File: config.mk
export PLATFORM = sky130hd
export DESIGN_NAME = axi4_burst_master_flat
export DESIGN_NICKNAME = d
export VERILOG_FILES = /design/src/rtl/axi4_burst_master_if.sv /design/src/rtl/axi4_burst_master.sv /design/src/flat_wrapper.sv
export SDC_FILE = /design/constraint.sdc
export NUM_CORES = 1
export LEC_CHECK = 0
export BUFFER_PORTS_ARGS = -buffer_cell sky130_fd_sc_hd__buf_2
export CORE_AREA = 2 2 105 107
export CTS_BUF_LIST = sky130_fd_sc_hd__clkbuf_16
export DETAILED_ROUTE_END_ITERATION = 8
export DIE_AREA = 0 0 107 109
export PLACE_DENSITY = 0.63
export SLEW_MARGIN = 0
export SYNTH_ARGS = -nofsm -noshare
export SYNTH_HDL_FRONTEND = slang
export SYNTH_SLANG_ARGS = --single-unit
export TNS_END_PERCENT = 100
File: constraint.sdc
create_clock -name clk -period 5.61 [get_ports clk]
set_input_delay 0.8415 -clock clk [delete_from_list [all_inputs] [get_ports clk]]
set_output_delay 0.8415 -clock clk [all_outputs]
set_load 0.01 [all_outputs]
File: src/rtl/axi4_burst_master_if.sv
// axi4_burst_master_if: AXI4 bus bundle between the burst master and a slave.
//   master modport: drives AW/W/AR channels and B/R ready, samples the rest.
//   slave  modport: the mirror image.
// Widths are parameters so the bundle matches the master's DATA/ADDR/ID widths.
interface axi4_burst_master_if #(
    parameter int ADDR_WIDTH = 8,
    parameter int DATA_WIDTH = 32,
    parameter int ID_WIDTH   = 8
);
    logic [ID_WIDTH-1:0]     awid;
    logic [ADDR_WIDTH-1:0]   awaddr;
    logic [7:0]              awlen;
    logic [2:0]              awsize;
    logic [1:0]              awburst;
    logic                    awlock;
    logic [3:0]              awcache;
    logic [2:0]              awprot;
    logic                    awvalid;
    logic                    awready;

    logic [DATA_WIDTH-1:0]   wdata;
    logic [DATA_WIDTH/8-1:0] wstrb;
    logic                    wlast;
    logic                    wvalid;
    logic                    wready;

    logic [ID_WIDTH-1:0]     bid;
    logic [1:0]              bresp;
    logic                    bvalid;
    logic                    bready;

    logic [ID_WIDTH-1:0]     arid;
    logic [ADDR_WIDTH-1:0]   araddr;
    logic [7:0]              arlen;
    logic [2:0]              arsize;
    logic [1:0]              arburst;
    logic                    arlock;
    logic [3:0]              arcache;
    logic [2:0]              arprot;
    logic                    arvalid;
    logic                    arready;

    logic [ID_WIDTH-1:0]     rid;
    logic [DATA_WIDTH-1:0]   rdata;
    logic [1:0]              rresp;
    logic                    rlast;
    logic                    rvalid;
    logic                    rready;

    modport master (
        output awid, awaddr, awlen, awsize, awburst, awlock, awcache, awprot, awvalid,
        input  awready,
        output wdata, wstrb, wlast, wvalid,
        input  wready,
        input  bid, bresp, bvalid,
        output bready,
        output arid, araddr, arlen, arsize, arburst, arlock, arcache, arprot, arvalid,
        input  arready,
        input  rid, rdata, rresp, rlast, rvalid,
        output rready
    );

    modport slave (
        input  awid, awaddr, awlen, awsize, awburst, awlock, awcache, awprot, awvalid,
        output awready,
        input  wdata, wstrb, wlast, wvalid,
        output wready,
        output bid, bresp, bvalid,
        input  bready,
        input  arid, araddr, arlen, arsize, arburst, arlock, arcache, arprot, arvalid,
        output arready,
        output rid, rdata, rresp, rlast, rvalid,
        input  rready
    );
endinterface

File: src/rtl/axi4_burst_master.sv
// axi4_burst_master: single-outstanding AXI4 INCR burst initiator.
//   clk, rst                   clock, synchronous active-high reset
//   cmd_valid/ready/write/addr/len   one command per burst (len = beats-1)
//   wr_valid/ready/data/strb   write beat stream, passed through to W
//   rd_valid/ready/data/last   read beat stream, passed through from R
//   done/done_resp/done_err    registered completion pulse with status
//   m_axi                      AXI4 master bus
// Beats are counted from cmd_len; slave rlast and response IDs are only
// checked and folded into done_err, never used to steer the FSM.
module axi4_burst_master #(
    parameter int                   DATA_WIDTH = 32,
    parameter int                   ADDR_WIDTH = 8,
    parameter int                   ID_WIDTH   = 8,
    parameter logic [ID_WIDTH-1:0]  TXN_ID     = '0
) (
    input  logic                    clk,
    input  logic                    rst,

    input  logic                    cmd_valid,
    output logic                    cmd_ready,
    input  logic                    cmd_write,
    input  logic [ADDR_WIDTH-1:0]   cmd_addr,
    input  logic [7:0]              cmd_len,

    input  logic                    wr_valid,
    output logic                    wr_ready,
    input  logic [DATA_WIDTH-1:0]   wr_data,
    input  logic [DATA_WIDTH/8-1:0] wr_strb,

    output logic                    rd_valid,
    input  logic                    rd_ready,
    output logic [DATA_WIDTH-1:0]   rd_data,
    output logic                    rd_last,

    output logic                    done,
    output logic [1:0]              done_resp,
    output logic                    done_err,

    axi4_burst_master_if.master     m_axi
);
    localparam logic [2:0] AXSIZE = 3'($clog2(DATA_WIDTH/8));

    typedef enum logic [2:0] {IDLE, AW, W, B, AR, R} state_t;

    state_t                state_q, state_d;
    logic [7:0]            cnt_q, cnt_d;
    logic [7:0]            len_q, len_d;
    logic [ADDR_WIDTH-1:0] addr_q, addr_d;
    logic [1:0]            resp_q, resp_d;
    logic                  err_q, err_d;
    logic                  done_q, done_d;
    logic [1:0]            done_resp_q, done_resp_d;
    logic                  done_err_q, done_err_d;

    logic                  last_beat;
    logic [1:0]            rresp_max;
    logic                  r_bad;

    assign last_beat = (cnt_q == 8'd0);
    assign rresp_max = (m_axi.rresp > resp_q) ? m_axi.rresp : resp_q;
    // A beat is malformed if its ID is foreign or slave framing disagrees with our count.
    assign r_bad     = (m_axi.rid != TXN_ID) || (m_axi.rlast != last_beat);

    // Address-phase fields come straight from the latched command, so they
    // are stable for as long as awvalid/arvalid is held.
    assign m_axi.awid    = TXN_ID;
    assign m_axi.awaddr  = addr_q;
    assign m_axi.awlen   = len_q;
    assign m_axi.awsize  = AXSIZE;
    assign m_axi.awburst = 2'b01;
    assign m_axi.awlock  = 1'b0;
    assign m_axi.awcache = 4'h0;
    assign m_axi.awprot  = 3'h0;
    assign m_axi.arid    = TXN_ID;
    assign m_axi.araddr  = addr_q;
    assign m_axi.arlen   = len_q;
    assign m_axi.arsize  = AXSIZE;
    assign m_axi.arburst = 2'b01;
    assign m_axi.arlock  = 1'b0;
    assign m_axi.arcache = 4'h0;
    assign m_axi.arprot  = 3'h0;

    assign m_axi.wdata = wr_data;
    assign m_axi.wstrb = wr_strb;
    assign m_axi.wlast = last_beat;
    assign rd_data     = m_axi.rdata;
    assign rd_last     = last_beat;

    assign done      = done_q;
    assign done_resp = done_resp_q;
    assign done_err  = done_err_q;

    always_comb begin
        state_d       = state_q;
        cnt_d         = cnt_q;
        len_d         = len_q;
        addr_d        = addr_q;
        resp_d        = resp_q;
        err_d         = err_q;
        done_d        = 1'b0;
        done_resp_d   = done_resp_q;
        done_err_d    = done_err_q;
        cmd_ready     = 1'b0;
        wr_ready      = 1'b0;
        rd_valid      = 1'b0;
        m_axi.awvalid = 1'b0;
        m_axi.wvalid  = 1'b0;
        m_axi.bready  = 1'b0;
        m_axi.arvalid = 1'b0;
        m_axi.rready  = 1'b0;

        // Handshake outputs are held low while rst is asserted so nothing
        // leaks out of a state that is about to be abandoned.
        if (!rst) begin
            unique case (state_q)
                IDLE: begin
                    cmd_ready = 1'b1;
                    if (cmd_valid) begin
                        addr_d  = cmd_addr;
                        len_d   = cmd_len;
                        cnt_d   = cmd_len;
                        resp_d  = 2'b00;
                        err_d   = 1'b0;
                        state_d = cmd_write ? AW : AR;
                    end
                end
                AW: begin
                    m_axi.awvalid = 1'b1;
                    if (m_axi.awready) state_d = W;
                end
                W: begin
                    m_axi.wvalid = wr_valid;
                    wr_ready     = m_axi.wready;
                    if (wr_valid && m_axi.wready) begin
                        if (last_beat) state_d = B;
                        else           cnt_d   = cnt_q - 8'd1;
                    end
                end
                B: begin
                    m_axi.bready = 1'b1;
                    if (m_axi.bvalid) begin
                        done_d      = 1'b1;
                        done_resp_d = m_axi.bresp;
                        done_err_d  = (m_axi.bid != TXN_ID);
                        state_d     = IDLE;
                    end
                end
                AR: begin
                    m_axi.arvalid = 1'b1;
                    if (m_axi.arready) state_d = R;
                end
                R: begin
                    rd_valid     = m_axi.rvalid;
                    m_axi.rready = rd_ready;
                    if (m_axi.rvalid && rd_ready) begin
                        resp_d = rresp_max;
                        err_d  = err_q | r_bad;
                        if (last_beat) begin
                            done_d      = 1'b1;
                            done_resp_d = rresp_max;
                            done_err_d  = err_q | r_bad;
                            state_d     = IDLE;
                        end else begin
                            cnt_d = cnt_q - 8'd1;
                        end
                    end
                end
                default: state_d = IDLE;
            endcase
        end
    end

    always_ff @(posedge clk) begin
        if (rst) begin
            state_q     <= IDLE;
            cnt_q       <= 8'd0;
            len_q       <= 8'd0;
            addr_q      <= '0;
            resp_q      <= 2'b00;
            err_q       <= 1'b0;
            done_q      <= 1'b0;
            done_resp_q <= 2'b00;
            done_err_q  <= 1'b0;
        end else begin
            state_q     <= state_d;
            cnt_q       <= cnt_d;
            len_q       <= len_d;
            addr_q      <= addr_d;
            resp_q      <= resp_d;
            err_q       <= err_d;
            done_q      <= done_d;
            done_resp_q <= done_resp_d;
            done_err_q  <= done_err_d;
        end
    end
endmodule

File: src/flat_wrapper.sv
// flat-port wrapper written by rule: the top's interface ports become plain ports
module axi4_burst_master_flat 
#(
    parameter int                   DATA_WIDTH = 32,
    parameter int                   ADDR_WIDTH = 8,
    parameter int                   ID_WIDTH   = 8,
    parameter logic [ID_WIDTH-1:0]  TXN_ID     = '0
)
  (clk, rst, cmd_valid, cmd_ready, cmd_write, cmd_addr, cmd_len, wr_valid, wr_ready, wr_data, wr_strb, rd_valid, rd_ready, rd_data, rd_last, done, done_resp, done_err, m_axi_awid, m_axi_awaddr, m_axi_awlen, m_axi_awsize, m_axi_awburst, m_axi_awlock, m_axi_awcache, m_axi_awprot, m_axi_awvalid, m_axi_awready, m_axi_wdata, m_axi_wstrb, m_axi_wlast, m_axi_wvalid, m_axi_wready, m_axi_bid, m_axi_bresp, m_axi_bvalid, m_axi_bready, m_axi_arid, m_axi_araddr, m_axi_arlen, m_axi_arsize, m_axi_arburst, m_axi_arlock, m_axi_arcache, m_axi_arprot, m_axi_arvalid, m_axi_arready, m_axi_rid, m_axi_rdata, m_axi_rresp, m_axi_rlast, m_axi_rvalid, m_axi_rready);
  axi4_burst_master_if #(.ADDR_WIDTH(ADDR_WIDTH), .DATA_WIDTH(DATA_WIDTH), .ID_WIDTH(ID_WIDTH)) m_axi_i ();
  input  logic clk;
  input  logic rst;
  input  logic cmd_valid;
  output logic cmd_ready;
  input  logic cmd_write;
  input  logic [ADDR_WIDTH-1:0] cmd_addr;
  input  logic [7:0] cmd_len;
  input  logic wr_valid;
  output logic wr_ready;
  input  logic [DATA_WIDTH-1:0] wr_data;
  input  logic [DATA_WIDTH/8-1:0] wr_strb;
  output logic rd_valid;
  input  logic rd_ready;
  output logic [DATA_WIDTH-1:0] rd_data;
  output logic rd_last;
  output logic done;
  output logic [1:0] done_resp;
  output logic done_err;
  output wire logic [$bits(m_axi_i.awid)-1:0] m_axi_awid;
  output wire logic [$bits(m_axi_i.awaddr)-1:0] m_axi_awaddr;
  output wire logic [$bits(m_axi_i.awlen)-1:0] m_axi_awlen;
  output wire logic [$bits(m_axi_i.awsize)-1:0] m_axi_awsize;
  output wire logic [$bits(m_axi_i.awburst)-1:0] m_axi_awburst;
  output wire logic [$bits(m_axi_i.awlock)-1:0] m_axi_awlock;
  output wire logic [$bits(m_axi_i.awcache)-1:0] m_axi_awcache;
  output wire logic [$bits(m_axi_i.awprot)-1:0] m_axi_awprot;
  output wire logic [$bits(m_axi_i.awvalid)-1:0] m_axi_awvalid;
  input wire logic [$bits(m_axi_i.awready)-1:0] m_axi_awready;
  output wire logic [$bits(m_axi_i.wdata)-1:0] m_axi_wdata;
  output wire logic [$bits(m_axi_i.wstrb)-1:0] m_axi_wstrb;
  output wire logic [$bits(m_axi_i.wlast)-1:0] m_axi_wlast;
  output wire logic [$bits(m_axi_i.wvalid)-1:0] m_axi_wvalid;
  input wire logic [$bits(m_axi_i.wready)-1:0] m_axi_wready;
  input wire logic [$bits(m_axi_i.bid)-1:0] m_axi_bid;
  input wire logic [$bits(m_axi_i.bresp)-1:0] m_axi_bresp;
  input wire logic [$bits(m_axi_i.bvalid)-1:0] m_axi_bvalid;
  output wire logic [$bits(m_axi_i.bready)-1:0] m_axi_bready;
  output wire logic [$bits(m_axi_i.arid)-1:0] m_axi_arid;
  output wire logic [$bits(m_axi_i.araddr)-1:0] m_axi_araddr;
  output wire logic [$bits(m_axi_i.arlen)-1:0] m_axi_arlen;
  output wire logic [$bits(m_axi_i.arsize)-1:0] m_axi_arsize;
  output wire logic [$bits(m_axi_i.arburst)-1:0] m_axi_arburst;
  output wire logic [$bits(m_axi_i.arlock)-1:0] m_axi_arlock;
  output wire logic [$bits(m_axi_i.arcache)-1:0] m_axi_arcache;
  output wire logic [$bits(m_axi_i.arprot)-1:0] m_axi_arprot;
  output wire logic [$bits(m_axi_i.arvalid)-1:0] m_axi_arvalid;
  input wire logic [$bits(m_axi_i.arready)-1:0] m_axi_arready;
  input wire logic [$bits(m_axi_i.rid)-1:0] m_axi_rid;
  input wire logic [$bits(m_axi_i.rdata)-1:0] m_axi_rdata;
  input wire logic [$bits(m_axi_i.rresp)-1:0] m_axi_rresp;
  input wire logic [$bits(m_axi_i.rlast)-1:0] m_axi_rlast;
  input wire logic [$bits(m_axi_i.rvalid)-1:0] m_axi_rvalid;
  output wire logic [$bits(m_axi_i.rready)-1:0] m_axi_rready;
  assign m_axi_awid = m_axi_i.awid;
  assign m_axi_awaddr = m_axi_i.awaddr;
  assign m_axi_awlen = m_axi_i.awlen;
  assign m_axi_awsize = m_axi_i.awsize;
  assign m_axi_awburst = m_axi_i.awburst;
  assign m_axi_awlock = m_axi_i.awlock;
  assign m_axi_awcache = m_axi_i.awcache;
  assign m_axi_awprot = m_axi_i.awprot;
  assign m_axi_awvalid = m_axi_i.awvalid;
  assign m_axi_i.awready = m_axi_awready;
  assign m_axi_wdata = m_axi_i.wdata;
  assign m_axi_wstrb = m_axi_i.wstrb;
  assign m_axi_wlast = m_axi_i.wlast;
  assign m_axi_wvalid = m_axi_i.wvalid;
  assign m_axi_i.wready = m_axi_wready;
  assign m_axi_i.bid = m_axi_bid;
  assign m_axi_i.bresp = m_axi_bresp;
  assign m_axi_i.bvalid = m_axi_bvalid;
  assign m_axi_bready = m_axi_i.bready;
  assign m_axi_arid = m_axi_i.arid;
  assign m_axi_araddr = m_axi_i.araddr;
  assign m_axi_arlen = m_axi_i.arlen;
  assign m_axi_arsize = m_axi_i.arsize;
  assign m_axi_arburst = m_axi_i.arburst;
  assign m_axi_arlock = m_axi_i.arlock;
  assign m_axi_arcache = m_axi_i.arcache;
  assign m_axi_arprot = m_axi_i.arprot;
  assign m_axi_arvalid = m_axi_i.arvalid;
  assign m_axi_i.arready = m_axi_arready;
  assign m_axi_i.rid = m_axi_rid;
  assign m_axi_i.rdata = m_axi_rdata;
  assign m_axi_i.rresp = m_axi_rresp;
  assign m_axi_i.rlast = m_axi_rlast;
  assign m_axi_i.rvalid = m_axi_rvalid;
  assign m_axi_rready = m_axi_i.rready;
  axi4_burst_master #(.DATA_WIDTH(DATA_WIDTH), .ADDR_WIDTH(ADDR_WIDTH), .ID_WIDTH(ID_WIDTH), .TXN_ID(TXN_ID)) u_core (.clk(clk), .rst(rst), .cmd_valid(cmd_valid), .cmd_ready(cmd_ready), .cmd_write(cmd_write), .cmd_addr(cmd_addr), .cmd_len(cmd_len), .wr_valid(wr_valid), .wr_ready(wr_ready), .wr_data(wr_data), .wr_strb(wr_strb), .rd_valid(rd_valid), .rd_ready(rd_ready), .rd_data(rd_data), .rd_last(rd_last), .done(done), .done_resp(done_resp), .done_err(done_err), .m_axi(m_axi_i));
endmodule
==> results.yml <==
outcome:
  status: "completed"
yosys:
  async_reset_ff_frac: 0
  syn_area_sq_um: 2960
  synth-edff-count: 0
  synth_top_family_by_area: "buffers and inverters"
  yosysWarnings: 0
  synth_cell_types: 58
  syn_inst: 384
  synth_compound_area_frac: 0.171
  syn_area_per_cell_sq_um: 7.70
  synthAdderAreaFrac: 0.0212
  synth_top_area_frac: 0.322
  synth_area_leaders: "buf_4 (32%), dfxtp_1 (23%), nand2_1 (6.0%)"
  yosys.area_share.simple: 0.207
  synth_top_area_cell: "buf_4"
  synthMuxAreaShare: 0.0102
  yosys_register_bits: 34
  ys_seq_area_frac: 0.230
  synthXorXnorAreaFrac: 0
  synth_ff_type: "dfxtp_1"
drt:
  drt_pass1_iterations: 4
  ant_nets: 0
  drt_iter0_markers: 136
  totalWireLength_um: 7250
  routed_via_density: 4.68
  route.detailed.drc: 0
  vias: 2434
  wl_per_cell_um: 13.9
power_and_ir_drop:
  leakagePower_nw: 1.34
  max-vdd-ir-drop_mv: 0.177
  p_per_area_nw_per_um2: 460
sta:
  grt_setup_unrepaired: "no"
  holdWs_ns: 0.464
  finalCritPeriodShare: 0.617
  setup_viol: 0
  worst_pin_slew_ns: 0.722
  fin_skew_ns: 0.00624
  hold_viol: 0
  timing.max_slew.rel_slack: 0.518
  setup-tns-final_ns: 0
  post-route-min-period_ns: 3.46
  slew_viol_final: 0
  timing.fmax_mhz: 289
global_route:
  grt_max_degree: 36
  grt_pass1_wl_um: 11400
  groute.usage.overall: 0.125
  overflow: 0
  antenna_found_initial: 0
  grt_pass1_vias: 2183
min_path:
  min_path_type: "reg -> reg"
critical_path:
  worstReg2RegStart: "u_core.state_q[0]"
  startpoint: "rst"
  r2r_slack_ns: 3.36
  worst_setup_path_end_kind: "output port"
  reg2reg_depth: 4
  worst_ep_required_time_ns: 4.77
  cp_cell_sequence: "buf_2 -> clkinv_1 -> and3_1 -> buf_2"
  cp_max_fo: 35
  max_stage_delay_ns: 0.70
  r2r_end: "u_core.cnt_q[4]"
  cpMaxStageDelayCell: "clkinv_1"
  cp-start-kind: "primary input"
  cp_data_arrival_time_ns: 2.62
  cp-endpoint: "m_axi_wvalid"
  crit_type: "in -> out"
  cpMostUsedCell: "buf_2"
placement:
  routabilityCongestion: 0.832
  hpwl_um: 5510
  port_buffers: 93
clock_network:
  cts_root_buffer: "clkbuf_16"
  cts_tree: "done"
  cts.sinks: 34
  clock_latency_ns: 0.28
  clk_pin_slew_ns: 0.06
  post_cts_hold_buffer_count: 0
  clock_path_buffers: 2
  cts_resized: 0
  post-cts-setup-buffer-count: 0
  htree_levels: 2
  cts_buffers: 5
floorplan:
  start_util: 0.279
  die_area_sq_um: 11700
  chipHeight_um: 109
  core_area_sq_um: 10600
  ioPinCount: 272
  die_x_um: 107
  fp-row-count: 38
layout:
  syn_to_final_growth_pct: -2.03
  mostFrequentLayoutCells: "buf_2 (93), nand2_1 (47), conb_1 (42), dfxtp_1 (34), a21oi_1 (24)"
  final_common_cell: "buf_2"
  antenna_cells: 0
  layout-drive-gt1-share: 0.289
  nets: 500
run:
  maxCapViolations: 0
[stage by stage]
stage | cell area [sq um] | cells | worst slack [ns] | util | total power [mW]
after CTS | 2900 | 520 | 2.15 | 0.273 | 1.34
after floorplan | 3110 | 424 | 3.06 | - | 0.943
after detailed placement | 2730 | 512 | 2.15 | 0.257 | 1.02
after global routing | 2900 | 520 | 1.95 | 0.273 | 1.45
final | 2900 | 520 | 2.15 | 0.273 | 1.33
after global placement | 2730 | 512 | 2.17 | 0.257 | 1.02
[worst max-delay path, delay by kind of cell]
kind	cells	cell delay [ns]
buffers and inverters	3	1.37
AND/OR/NAND/NOR	1	0.40
[cell usage after synthesis (6+ instances only)]
| cell type | n |
|---|---|
| nand3_1 | 7 |
| dfxtp_1 | 34 |
| a21oi_1 | 24 |
| nand2_1 | 47 |
| buf_4 | 127 |
| o21ai_0 | 6 |
| nor2_1 | 9 |
| inv_1 | 7 |
| nand2b_1 | 7 |
| clkbuf_1 | 15 |
| and3_1 | 8 |
[how the worst min path moves through the flow]
stage,start,to,slack [ns],cells after the start
global route,u_core.m_axi.arlen[1],u_core.m_axi.arlen[1],0.50,2
CTS,u_core.m_axi.araddr[1],u_core.m_axi.araddr[1],0.47,2
global placement,u_core.m_axi.araddr[4],u_core.m_axi.araddr[4],0.45,2
finish,u_core.m_axi.araddr[1],u_core.m_axi.araddr[1],0.46,2
floorplan,u_core.err_q,u_core.err_q,0.44,2
detailed placement,u_core.m_axi.araddr[1],u_core.m_axi.araddr[1],0.46,2
[area by class of cell]
cell class              instances  area, sq um
well taps                     140          175
clock inverters                 3         45.0
inverters                       8         30.0
clock buffers                   5          125
fillers                      1163         7710
repair buffers                 94          473
flip-flops and latches         34          681
multi-input cells             236         1370
[registers in the layout, summed over array words and instances (netlist names)]
register and flops:
u_core.cnt_q 8, u_core.m_axi.araddr 8, u_core.m_axi.arlen 8, u_core.state_q 3
u_core.done_resp 2, u_core.resp_q 2, u_core.done 1, u_core.done_err 1
u_core.err_q 1
[power by group]
part | switching [mW] | internal [mW] | leakage [nW]
Combinational | 0.376 | 0.256 | 0.986
Sequential | 0.0778 | 0.302 | 0.278
Clock | 0.110 | 0.209 | 0.0760
Total | 0.564 | 0.767 | 1.34
[cell families after synthesis]
group | count (synthesis)
AOI/OAI and AO/OA | 70
DFF | 34
adders and majority gates | 5
muxes | 3
other | 2
and+or+nand+nor | 116
buffers and inverters | 154
[routing by layer]
layer	wire, um	global-route usage	vias up
met2	3300	0.207	153
li1	-	-	1147
met1	3050	0.155	1110
met3	714	0.0365	24
met5	0	0	-
met4	180	0.0464	0
Note: power is estimated with default switching activity, not from simulation.
